`config.mk`:
```
export PLATFORM = sky130hd
export DESIGN_NAME = avr_mul_unit
export DESIGN_NICKNAME = d
export VERILOG_FILES = /design/src/rtl/avr_mul_pkg.sv /design/src/rtl/avr_mul_unit_mul_step.sv /design/src/rtl/avr_mul_unit.sv
export SDC_FILE = /design/constraint.sdc
export NUM_CORES = 1
export LEC_CHECK = 0
export CORE_UTILIZATION = 30
export DETAILED_ROUTE_END_ITERATION = 10
export PLACE_DENSITY_LB_ADDON = 0.05
export SLEW_MARGIN = 20
export SYNTH_ARGS = -nofsm -noshare
export SYNTH_HDL_FRONTEND = slang
export SYNTH_SLANG_ARGS = --single-unit
export TNS_END_PERCENT = 5
```
`constraint.sdc`:
```
create_clock -name cp2 -period 8.1 [get_ports cp2]
set_clock_uncertainty 0.15 [all_clocks]
set_input_delay 1.62 -clock cp2 [delete_from_list [all_inputs] [get_ports cp2]]
set_output_delay 1.62 -clock cp2 [all_outputs]
set_load 0.03 [all_outputs]
```
`src/rtl/avr_mul_pkg.sv`:
```
// Shared types, constants and operand-class helpers for the AVR multiplier.
package avr_mul_pkg;

  typedef enum logic [2:0] {
    OP_MUL    = 3'd0,
    OP_MULS   = 3'd1,
    OP_MULSU  = 3'd2,
    OP_FMUL   = 3'd3,
    OP_FMULS  = 3'd4,
    OP_FMULSU = 3'd5,
    OP_RSV6   = 3'd6,
    OP_RSV7   = 3'd7
  } mul_op_t;

  typedef enum logic [1:0] {
    ST_IDLE = 2'd0,
    ST_RUN  = 2'd1,
    ST_WB   = 2'd2
  } mul_state_t;

  localparam logic [4:0] MUL_DST_ADR = 5'd0;

  function automatic logic is_legal(input mul_op_t op);
    case (op)
      OP_RSV6, OP_RSV7: is_legal = 1'b0;
      default:          is_legal = 1'b1;
    endcase
  endfunction

  function automatic logic is_signed_a(input mul_op_t op);
    case (op)
      OP_MULS, OP_MULSU, OP_FMULS, OP_FMULSU: is_signed_a = 1'b1;
      default:                                is_signed_a = 1'b0;
    endcase
  endfunction

  function automatic logic is_signed_b(input mul_op_t op);
    case (op)
      OP_MULS, OP_FMULS: is_signed_b = 1'b1;
      default:           is_signed_b = 1'b0;
    endcase
  endfunction

  function automatic logic is_frac(input mul_op_t op);
    case (op)
      OP_FMUL, OP_FMULS, OP_FMULSU: is_frac = 1'b1;
      default:                      is_frac = 1'b0;
    endcase
  endfunction

endpackage

```
`src/rtl/avr_mul_unit_mul_step.sv`:
```
// Combinational partial-product step: adds BITS shifted copies of the
// multiplicand, gated by the multiplier slice, into the accumulator.
module mul_step #(
  parameter int BITS = 4
) (
  input  logic [15:0]     acc_i,
  input  logic [15:0]     mcand_i,
  input  logic [BITS-1:0] slice_i,
  output logic [15:0]     acc_o
);

  logic [15:0] sum_s;

  // Unsigned shift-add over the slice; magnitudes keep the sum within 16 bits
  always_comb begin
    sum_s = acc_i;
    for (int k = 0; k < BITS; k++) begin
      if (slice_i[k]) begin
        sum_s = sum_s + (mcand_i << k);
      end else begin
        sum_s = sum_s;
      end
    end
    acc_o = sum_s;
  end

endmodule

```
`src/rtl/avr_mul_unit.sv`:
```
// Multi-cycle 8x8 multiplier (MUL/MULS/MULSU/FMUL/FMULS/FMULSU) writing the
// product to R1:R0 and returning C/Z; sign handled by magnitude + final negate.
module avr_mul_unit
  import avr_mul_pkg::*;
#(
  parameter int BITS_PER_CYC = 4
) (
  input  logic       cp2,
  input  logic       ireset,
  input  logic       cp2en,
  input  logic       start,
  input  logic       flush,
  input  logic [2:0] op_sel,
  input  logic [7:0] op_a,
  input  logic [7:0] op_b,
  output logic       busy,
  output logic       done,
  output logic       reg_rd_wr,
  output logic       w_op,
  output logic [4:0] reg_rd_adr,
  output logic [7:0] reg_rd_in,
  output logic [7:0] reg_rd_hb_in,
  output logic       flag_wr,
  output logic       sreg_c,
  output logic       sreg_z
);

  localparam int         N        = 8 / BITS_PER_CYC;
  localparam logic [3:0] CNT_LAST = 4'(N - 1);

  mul_state_t  state_q, state_d;
  logic [3:0]  cnt_q, cnt_d;
  logic [15:0] acc_q, acc_d;
  logic [15:0] mcand_q, mcand_d;
  logic [7:0]  mplier_q, mplier_d;
  logic        neg_q, neg_d;
  logic        frac_q, frac_d;
  logic [15:0] res_q, res_d;
  logic        c_q, c_d;
  logic        z_q, z_d;
  logic        busy_q, busy_d;
  logic        wr_q, wr_d;

  mul_op_t     op_s;
  logic        sa_s, sb_s;
  logic [7:0]  a_mag_s, b_mag_s;
  logic [15:0] acc_step_s;
  logic [15:0] p_s;
  logic [15:0] result_s;

  assign op_s    = mul_op_t'(op_sel);
  assign sa_s    = is_signed_a(op_s) & op_a[7];
  assign sb_s    = is_signed_b(op_s) & op_b[7];
  assign a_mag_s = sa_s ? (8'd0 - op_a) : op_a;
  assign b_mag_s = sb_s ? (8'd0 - op_b) : op_b;

  mul_step #(
    .BITS(BITS_PER_CYC)
  ) u_step (
    .acc_i  (acc_q),
    .mcand_i(mcand_q),
    .slice_i(mplier_q[BITS_PER_CYC-1:0]),
    .acc_o  (acc_step_s)
  );

  // The final step's sum feeds the result so WB is entered on the last RUN edge
  assign p_s      = neg_q ? (16'd0 - acc_step_s) : acc_step_s;
  assign result_s = frac_q ? {p_s[14:0], 1'b0} : p_s;

  // Next-state and datapath control
  always_comb begin
    state_d  = state_q;
    cnt_d    = cnt_q;
    acc_d    = acc_q;
    mcand_d  = mcand_q;
    mplier_d = mplier_q;
    neg_d    = neg_q;
    frac_d   = frac_q;
    res_d    = res_q;
    c_d      = c_q;
    z_d      = z_q;
    case (state_q)
      ST_IDLE: begin
        if (start && !flush && is_legal(op_s)) begin
          state_d  = ST_RUN;
          cnt_d    = 4'd0;
          acc_d    = 16'd0;
          mcand_d  = {8'd0, a_mag_s};
          mplier_d = b_mag_s;
          neg_d    = sa_s ^ sb_s;
          frac_d   = is_frac(op_s);
        end else begin
          state_d = ST_IDLE;
        end
      end
      ST_RUN: begin
        if (flush) begin
          state_d = ST_IDLE;
          cnt_d   = 4'd0;
        end else begin
          acc_d    = acc_step_s;
          mcand_d  = mcand_q << BITS_PER_CYC;
          mplier_d = mplier_q >> BITS_PER_CYC;
          cnt_d    = cnt_q + 4'd1;
          if (cnt_q == CNT_LAST) begin
            state_d = ST_WB;
            res_d   = result_s;
            c_d     = p_s[15];
            z_d     = (result_s == 16'h0000);
          end else begin
            state_d = ST_RUN;
          end
        end
      end
      ST_WB: begin
        state_d = ST_IDLE;
        cnt_d   = 4'd0;
      end
      default: begin
        state_d = ST_IDLE;
        cnt_d   = 4'd0;
      end
    endcase
    busy_d = (state_d != ST_IDLE);
    wr_d   = (state_d == ST_WB);
  end

  // State and output registers, frozen while cp2en is low
  always_ff @(posedge cp2 or negedge ireset) begin
    if (!ireset) begin
      state_q  <= ST_IDLE;
      cnt_q    <= 4'd0;
      acc_q    <= 16'd0;
      mcand_q  <= 16'd0;
      mplier_q <= 8'd0;
      neg_q    <= 1'b0;
      frac_q   <= 1'b0;
      res_q    <= 16'd0;
      c_q      <= 1'b0;
      z_q      <= 1'b0;
      busy_q   <= 1'b0;
      wr_q     <= 1'b0;
    end else if (cp2en) begin
      state_q  <= state_d;
      cnt_q    <= cnt_d;
      acc_q    <= acc_d;
      mcand_q  <= mcand_d;
      mplier_q <= mplier_d;
      neg_q    <= neg_d;
      frac_q   <= frac_d;
      res_q    <= res_d;
      c_q      <= c_d;
      z_q      <= z_d;
      busy_q   <= busy_d;
      wr_q     <= wr_d;
    end
  end

  assign busy         = busy_q;
  assign done         = wr_q;
  assign reg_rd_wr    = wr_q;
  assign w_op         = wr_q;
  assign flag_wr      = wr_q;
  assign reg_rd_adr   = MUL_DST_ADR;
  assign reg_rd_in    = res_q[7:0];
  assign reg_rd_hb_in = res_q[15:8];
  assign sreg_c       = c_q;
  assign sreg_z       = z_q;

endmodule

```
==> impl_results.md <==
* CTS tree: done
* R2r endpoint: sreg_z
* Final setup viols at 0
* First-pass GRT wire length at 36,500 um
* Crit path max fanout at 7
* Post-route minimum period at 7480 ps
* Share of layout cells above drive strength 1 at about 8.0%
* Yosys reg bits at 68
* Core area at 23,000 um^2
* WP data arrival at 7590 ps
* Detail Placement HPWL at 17,600 um
* DRC violations left at 0
* Synth Area per Inst at 8.02 um^2
* Actual slew at the worst max-slew pin at 946 ps
* Deepest clock path buffer count at 2
* CTS clock-pin slew for the worst setup and hold paths at roughly 60 ps
* Primary FF master, synth: dfrtp_1
* Most common cell on crit path: ha_1
* Pre-antenna DRT Iters at 5
* I/O pin cnt at 52
* Initial antenna violation count at 0
* Slew Limit Fails at 0
* Max_cap viols at 0
* Post-synth EDFFs at 0
* Port buffer count at 46
* RSZ-0062 raised after global routing: no
* Number of H-tree levels at 3
* Tcrit/Tclk final at around 92%
* Netlist cell types at 86
* Largest net degree at the start of global routing at 69
* Seq/Total Area, Yosys at 23.9%
* Filler cells at 2,522
* Vias in the first global route at 6,550
* Starting Density at 31.0%
* Drt first-iter violations at approximately 410
* Syn Inst Count at 888
* Site Rows at 55
* CTS Hold Bufs at 0
* Clock Root Buffer: clkbuf_16
* Area occupied by multi-input gates at 5120 um^2
* Mapped cell area at roughly 7000 um^2
* R2R depth at 31
* FMAX at 134 MHz
* Slew headroom at 36.8%
* Resize count post-CTS at 0
* Diodes inserted at 0
* Reg area at between 1500 and 2000 um^2
* Fin nets at 1,013
* Routability-driven placement congestion ratio at around 0.82
* Number of vias per cell at approximately 5.3
* Aggregate global routing overflow at 0
* Startpoint types: flip-flop
* Clock sink total at 68
* Worst r2r src: mcand_q[0]
* Clk_lat worst skew at about 360 ps
* Die outline width at 156 um
* Die footprint at between 20,000 and 25,000 um^2
* Post-CTS Setup Bufs at 0
* Chip height at 156 um
* Hold Startpoint: res_q[12]
* Total GRT Usage at 19.4%
* Final antenna-violating net count at 0
* Crit path kind: flip-flop to flip-flop
* Total CTS buffers at 9
* Hold Crit Class: flip-flop to flip-flop
* Slowest CP cell: fa_1
* Worst Hold End: res_q[12]
* Critical path endpoint category: flip-flop
* Total number of vias at about 6,600
* Hold depth at 2
* Ys Warns at 0
* Async S/R FF share, synth at 100%
* CP peak stage delay at 470 ps
* Worst R2R Setup Slack at approximately 620 ps
* Data required time of the worst path at approximately 8000 ps
* Final hold violations at 0
* Outcome: finished clean
* Layout area overhead at 16.2%
* Setup TNS Final at 0 ps
* Drt total wl at 22,600 um
* Routed len/inst at 18.2 um
==> cell usage after synthesis (15+ instances only) <==
| cell type | n | share of area, % |
|---|---|---|
| a21o_1 | 20 | 2.1 |
| a21oi_1 | 54 | 3.8 |
| a22o_1 | 18 | 2.2 |
| clkbuf_1 | 25 | 1.3 |
| dfrtp_1 | 68 | 24 |
| ha_1 | 61 | 11 |
| inv_1 | 39 | 2.1 |
| nand2_1 | 114 | 6.0 |
| nand3_1 | 17 | 1.2 |
| nor2_1 | 68 | 3.6 |
| nor3_1 | 15 | 1.1 |
| o21ai_0 | 76 | 5.3 |
| xnor2_1 | 28 | 3.4 |
| xor2_1 | 30 | 3.7 |
==> metrics by stage <==
step / instance area, um^2 / utilization (%) / cells / setup WS, ps / hold slack, ps
floorplan: 7130 / - / 892 / 1240 / 300
detailed placement: 7920 / 34.5 / 1226 / 235 / 311
global route: 8270 / 36.0 / 1242 / 46.8 / 363
finish: 8270 / 36.0 / 1242 / 624 / 320
global placement: 7920 / 34.5 / 1226 / 442 / 308
CTS: 8230 / 35.8 / 1242 / 174 / 326
==> placed cells by master (no fill, tap or decap), types with 10 or more instances in the layout <==
master,n
nand4_1,11
a31oi_1,13
nand2b_1,14
a21oi_1,54
mux2i_1,12
xnor2_1,28
xor2_1,30
dfrtp_1,68
ha_1,61
a22o_1,18
nand2_1,114
a21o_1,20
inv_1,39
buf_4,20
clkdlybuf4s50_1,45
o21a_1,11
nor3_1,15
nor2_1,68
o21ai_0,75
a211oi_1,10
nand3_1,17
==> per-layer routing <==
metal | routed length, um | global-route usage, % | vias to the layer above
met5 | 0 | 0 | -
met4 | 611 | 6.91 | 0
met3 | 566 | 2.42 | 28
met2 | 10600 | 32.8 | 117
met1 | 10800 | 25.4 | 3099
li1 | - | - | 3350
==> how the worst max path moves through the flow <==
| stage | startpoint | endpoint | slack [ps] |
|---|---|---|---|
| 4_1_cts | mcand_q[0] | sreg_z | 170 |
| 3_5_place_dp | mcand_q[0] | sreg_z | 230 |
| 6_report | mcand_q[0] | sreg_z | 620 |
| 5_1_grt | mcand_q[0] | sreg_z | 50 |
| 2_1_floorplan | mcand_q[0] | sreg_z | 1240 |
| 3_3_place_gp | mcand_q[0] | res_q[15] | 440 |
==> worst max-delay path, delay by kind of cell (launching register included) <==
kind,cells,cell delay (ps)
AOI/OAI and AO/OA,12,2840
adders and majority gates,5,1690
and+or+nand+nor,7,1070
xor gates and xnor gates,6,860
DFF,1,460
muxes,1,290
==> layout make-up <==
class                           instances  area share (%)
Multi-Input combinational cell        740            61.9
Clock buffer                            9            2.72
Timing Repair Buffer                   65            7.26
Inverter                               40            1.82
Clock inverter                          7           0.999
Sequential cell                        68            20.6
Tap cell                              313            4.74
==> registers in the layout, summed over array words and instances, names as in the netlist <==
signal / count
acc_q: 16
res_q: 16
state_q: 2
busy: 1
cnt_q: 4
mcand_q: 16
mplier_q: 8
frac_q: 1
neg_q: 1
sreg_c: 1
sreg_z: 1
done: 1
==> logic make-up after synthesis <==
group                      synth area share, %
DFF                                       23.9
other                                   0.0527
and+or+nand+nor                           19.9
adders and majority gates                 11.8
xor gates and xnor gates                  7.77
buffers and inverters                     5.03
AOI/OAI and AO/OA                         28.5
muxes                                     2.95
Power is left out: the tool's default activity adds up to more than one toggle a clock period on the data nets, which glitch-free logic cannot reach.
==> RTL edit 1: new RTL, same flow settings <==
Change the parameter `BITS_PER_CYC` from 4 to 3.
--- a/src/rtl/avr_mul_unit.sv
+++ b/src/rtl/avr_mul_unit.sv
@@ -5,3 +5,3 @@
 #(
-  parameter int BITS_PER_CYC = 4
+  parameter int BITS_PER_CYC = 3
 ) (
Formal check against the unedited RTL: not equivalent (a bounded check fails within 4 cycles, from zero or initial values and one cycle with ireset low).
==> RTL edit 1 against the unedited design <==
Setup slack better by 810 ps. Routed wire length fell by 16%. Maximum frequency up 12%. Sequential cell count is the same. Global-route usage shrank 1.4 points. Synthesized area fell by 11%. Via count down 14%. Synthesized cell count shrank 15%. Utilization shrank 0.20 points. First-iteration DRC count is 42% lower. Final cell count fell by 14%. Final area down 12%. Highest routed layer unchanged.
==> RTL edit 1: results (changes against the unedited design) <==
placed_cells: 1046  # -15%
worst_ep_arrival_time_ps: 6740  # -850 ps
leakage_nw: 3.28
r2r-start: "mcand_q[0]"
hold-worst-slack_ps: 329  # +9.26 ps
dp_hpwl_um: 14400  # -19%
track_usage: 0.180  # -0.0142
postPlaceCellArea_um2: 6990  # -12%
min-delay-start: "res_q[7]"
ys_top_cells_by_area: "dfrtp_1 (27%), ha_1 (9.7%), o21ai_0 (5.6%), nand2_1 (5.0%), a21oi_1 (3.7%)"
cts_buffer_depth: 2  # unchanged
setup.worst_path.end: "res_q[15]"
syn-instance-count: 758  # -15%
reg2reg_slack_ps: 1430  # +810 ps
min_to: "res_q[7]"
cts.clk_slew.worst_paths_ps: 60  # about the same
grt_use_met1: 0.227  # -0.0262
crit_fanout: 5  # -2
use_met2: 0.317  # -0.0108
wl_met2_um: 9550  # -10%
synthTopCellsByCount: "nand2_1 (84), o21ai_0 (71), dfrtp_1 (68)"
async_flop_share: 1.00  # unchanged
wire_per_inst_um: 17.8  # -2.2%
yosysSeqAreaShare: 0.269  # +0.0303
n_antenna_cell: 0  # unchanged
max-slew-margin-rel: 0.348  # -0.0196
grt_pass1_vias: 5416  # -17%
largest_registers: "acc_q: 16 flops, mcand_q: 16 flops, res_q: 16 flops"
drt_iter0_markers: 240  # -42%
met3_length_um: 497  # -12%
ant_nets: 0  # unchanged
gr-usage-met3: 0.0335  # +0.00937
status: "finished clean"
portBuffers: 46  # unchanged
fin_nets: 863  # -15%
grt_pass1_wl_um: 30200  # -17%
crit_type: "reg2reg"
hold_path_depth: 2  # unchanged
ctsResizeCount: 0  # unchanged
cts_buffers: 9  # unchanged
postCtsSetupBuffers: 0  # unchanged
yosysUniqueCellTypes: 82  # -4.7%
dr_total_vias: 5639  # -14%
dr.pass1.iters: 4  # -1
globalplace.congestion: 0.825  # +0.57%
top_layer_used: "met4"
reg2reg_depth: 22  # -29%
antenna_found_initial: 0  # unchanged
fin_crit_ps: 6670  # -811 ps
vdd_drop_max_v: 0.000133
cts_max_level: 3  # unchanged
root_buffer: "clkbuf_16"
wl_met1_um: 8640  # -20%
drive_gt1_frac: 0.0682  # -0.0115
wl_um: 18900  # -16%
-- RTL edit 1: cell types whose count changed in the layout (fill, tap and decap cells not counted), moves of 5 or more --
cell / before / now
a21oi_1: 54 / 47
a31oi_1: 13 / 8
buf_4: 20 / 7
ha_1: 61 / 49
inv_1: 39 / 26
nand2_1: 114 / 84
nand3_1: 17 / 10
nand3b_1: 9 / 3
nand4_1: 11 / 4
nor2_1: 68 / 56
xor2_1: 30 / 23
-- RTL edit 1: final cells by class --
class / instances / area (µm²)
clock inverters: 4 / 72.6
multi-input cells: 628 / 4340
clock buffers: 12 / 246
repair buffers: 52 / 503
flip-flops and latches: 68 / 1700
well taps: 270 / 338
fillers: 2161 / 13100
inverters: 28 / 105
-- RTL edit 1: logic make-up (layout without fill, tap and decap cells) --
group	after synthesis	count (layout)	share of synthesized area
DFF	68	68	0.269
adders and majority gates	52	52	0.107
other	1	5	0.000594
AOI/OAI and AO/OA	264	264	0.288
muxes	22	22	0.0372
xor gates and xnor gates	50	50	0.0727
buffers and inverters	66	96	0.0458
and+or+nand+nor	235	235	0.180
-- RTL edit 1: power by group --
| part | internal, mW | total (mW) | leakage [nW] | switching [mW] |
|---|---|---|---|---|
| clock | 0.278 | 0.442 | 0.153 | 0.164 |
| combinational | 1.02 | 2.57 | 2.23 | 1.55 |
| sequential | 0.446 | 0.587 | 0.905 | 0.141 |
-- RTL edit 1: critical path, cell delays in order (launching register included) --
cell	delay, ps
dfrtp_1	470
ha_1	270
fa_1	450
a211oi_2	350
nor3_1	90
or3_4	390
ha_1	350
a21o_1	190
a41oi_2	270
a21boi_1	170
or3_1	320
a31oi_1	310
o21ai_0	260
ha_1	380
and3_1	180
a221o_1	350
a31oi_1	240
mux2i_1	100
a211o_2	360
o31ai_1	250
xor2_1	240
nor2_1	100
o31a_1	310
==> RTL edit 2: new RTL, same flow settings <==
Without the edit above. Put a register stage on the outputs `reg_rd_in` and `reg_rd_hb_in`, cleared by the reset. The values now appear one clock later. The other outputs are not delayed to match.
--- a/src/rtl/avr_mul_unit.sv
+++ b/src/rtl/avr_mul_unit.sv
@@ -164,4 +164,11 @@
   assign reg_rd_adr   = MUL_DST_ADR;
-  assign reg_rd_in    = res_q[7:0];
-  assign reg_rd_hb_in = res_q[15:8];
+  always_ff @(posedge cp2 or negedge ireset) begin
+    if (!ireset) begin
+      reg_rd_in    <= '0;
+      reg_rd_hb_in <= '0;
+    end else begin
+      reg_rd_in    <= res_q[7:0];
+      reg_rd_hb_in <= res_q[15:8];
+    end
+  end
   assign sreg_c       = c_q;
Check against the original RTL: not equivalent (Yosys sat finds a counterexample within 4 cycles, from zero or initial values and one cycle with ireset low).
==> RTL edit 2 against the unedited design <==
Via count down 0.21%. Final area up 4.8%. Setup slack worse by 110 ps. Die area up 4.9%. Synthesized area up 4.9%. Final cell count up 0.40%. Critical path type unchanged. Largest cell class unchanged. Count of clock-buffer cells in the layout up 2. Routed wire length down 3.4%. Highest routed layer unchanged. Critical endpoint unchanged. Sequential cell count up 16.
==> RTL edit 2: results (changes against the unedited design) <==
status: "finished clean"
synth-main-ff-cell: "dfrtp_1"
cp-start-kind: "flop"
antenna_found_initial: 0  # unchanged
reg2reg_slack_ps: 510  # -110 ps
pre_cts_ws_ps: 173  # -62.2 ps
synthTopCellsByCount: "nand2_1 (103), dfrtp_1 (84), o21ai_0 (84)"
yosysTopAreaCell: "dfrtp_1"
dr_total_vias: 6580  # -0.21%
critical_path.max_stage_delay_ps: 480
grt_max_degree: 59  # -14%
dr.pass1.iters: 5  # unchanged
drt_iter0_markers: 392  # -4.9%
use_met2: 0.300  # -0.0277
wl_um: 21800  # -3.4%
cts_buffer_depth: 2  # unchanged
synthAdderAreaFrac: 0.113  # -0.00556
synth_xor_xnor_area_share: 0.0699  # -0.00783
hp-class: "reg2reg"
r2r-start: "acc_q[4]"
cts_buffers: 9  # unchanged
async_flop_share: 1.00  # unchanged
vdd_drop_max_v: 0.0000993
largest_registers: "acc_q: 16 flops, mcand_q: 16 flops, res_q: 16 flops"
yosysUniqueCellTypes: 93  # +8.1%
power_switching_mw: 1.07
globalplace.congestion: 0.860  # +4.8%
synth_mux_area_frac: 0.0568  # +0.0273
root_buffer: "clkbuf_16"
gr-usage-met3: 0.0226  # -0.00157
postPlaceCellArea_um2: 8290  # +4.6%
drive_gt1_frac: 0.0910  # +0.0114
placed_cells: 1229  # +0.24%
cts.clk_slew.worst_paths_ps: 60  # about the same
min-delay-start: "res_q[10]"
wire_per_inst_um: 17.5  # -3.8%
portBuffers: 46  # unchanged
syn-instance-count: 879  # -1.0%
synth-compound-area-share: 0.253  # -0.0326
grt_use_met1: 0.233  # -0.0209
tightest_slew_ps: 1010  # +66.3 ps
yosysSeqAreaShare: 0.281  # +0.0424
ys_top_cells_by_area: "dfrtp_1 (28%), ha_1 (10%), o21ai_0 (5.6%), nand2_1 (5.2%), xnor2_1 (4.2%)"
n_antenna_cell: 0  # unchanged
grt_pass1_wl_um: 35300  # -3.2%
critPathTopFamily: "compound AO/OA/AOI/OAI gates"
ys_warn_count: 0  # unchanged
track_usage: 0.176  # -0.0185
worst_path_max_delay_cell: "or4_1"
clkLatencyLatePin_ps: 340  # -20 ps
fin_nets: 1007  # -0.59%
hold-worst-slack_ps: 216  # -104 ps
ant_nets: 0  # unchanged
crit_fanout: 7  # unchanged
dp_hpwl_um: 17000  # -3.4%
worst_ep_arrival_time_ps: 7690  # +100 ps
-- RTL edit 2: cell count changes in the layout (fill, tap and decap cells not counted), sizes merged, moves of 8 or more --
cell	change
a21oi	-8
a31oi	-8
dfrtp	+16
mux2i	+12
nand2	-11
nor2	-14
o21ai	+15
xnor2	+8
xor2	-9
-- RTL edit 2: worst paths after layout --
check / endpoint / cells past startpoint
setup / recovery: sreg_z / 32
hold / removal: reg_rd_hb_in[2] / 0
setup reg to reg: sreg_z / 32
hold reg to reg: reg_rd_hb_in[2] / 0
max in group asynchronous: mplier_q[5] / 2
min in group asynchronous: reg_rd_hb_in[3] / 1
-- RTL edit 2: area by class of cell --
type / instances / area (µm²)
Clock buffer: 11 / 253
Clock inverter: 5 / 82.6
Fill cell: 2606 / 15700
Inverter: 39 / 146
Multi-Input combinational cell: 718 / 5060
Sequential cell: 84 / 2100
Tap cell: 324 / 405
Timing Repair Buffer: 66 / 608
-- RTL edit 2: routing by layer --
layer,vias up,wire (µm)
li1,3271,-
met1,3153,10300
met2,133,10400
met3,23,699
met4,0,357
met5,-,0
-- RTL edit 2: power by group through the flow --
stage / sequential, mW / combinational (mW) / clock [mW]
after floorplan: 0.520 / 1.03 / 0
after global placement: 0.550 / 1.38 / 0
after detailed placement: 0.550 / 1.38 / 0
after CTS: 0.542 / 1.39 / 0.477
after global routing: 0.552 / 1.56 / 0.491
final: 0.541 / 1.39 / 0.461
-- RTL edit 2: repair_timing --
item	CTS	global route
setup buffers	0	2
endpoints found under the setup margin	0	8
gates resized for setup	0	5
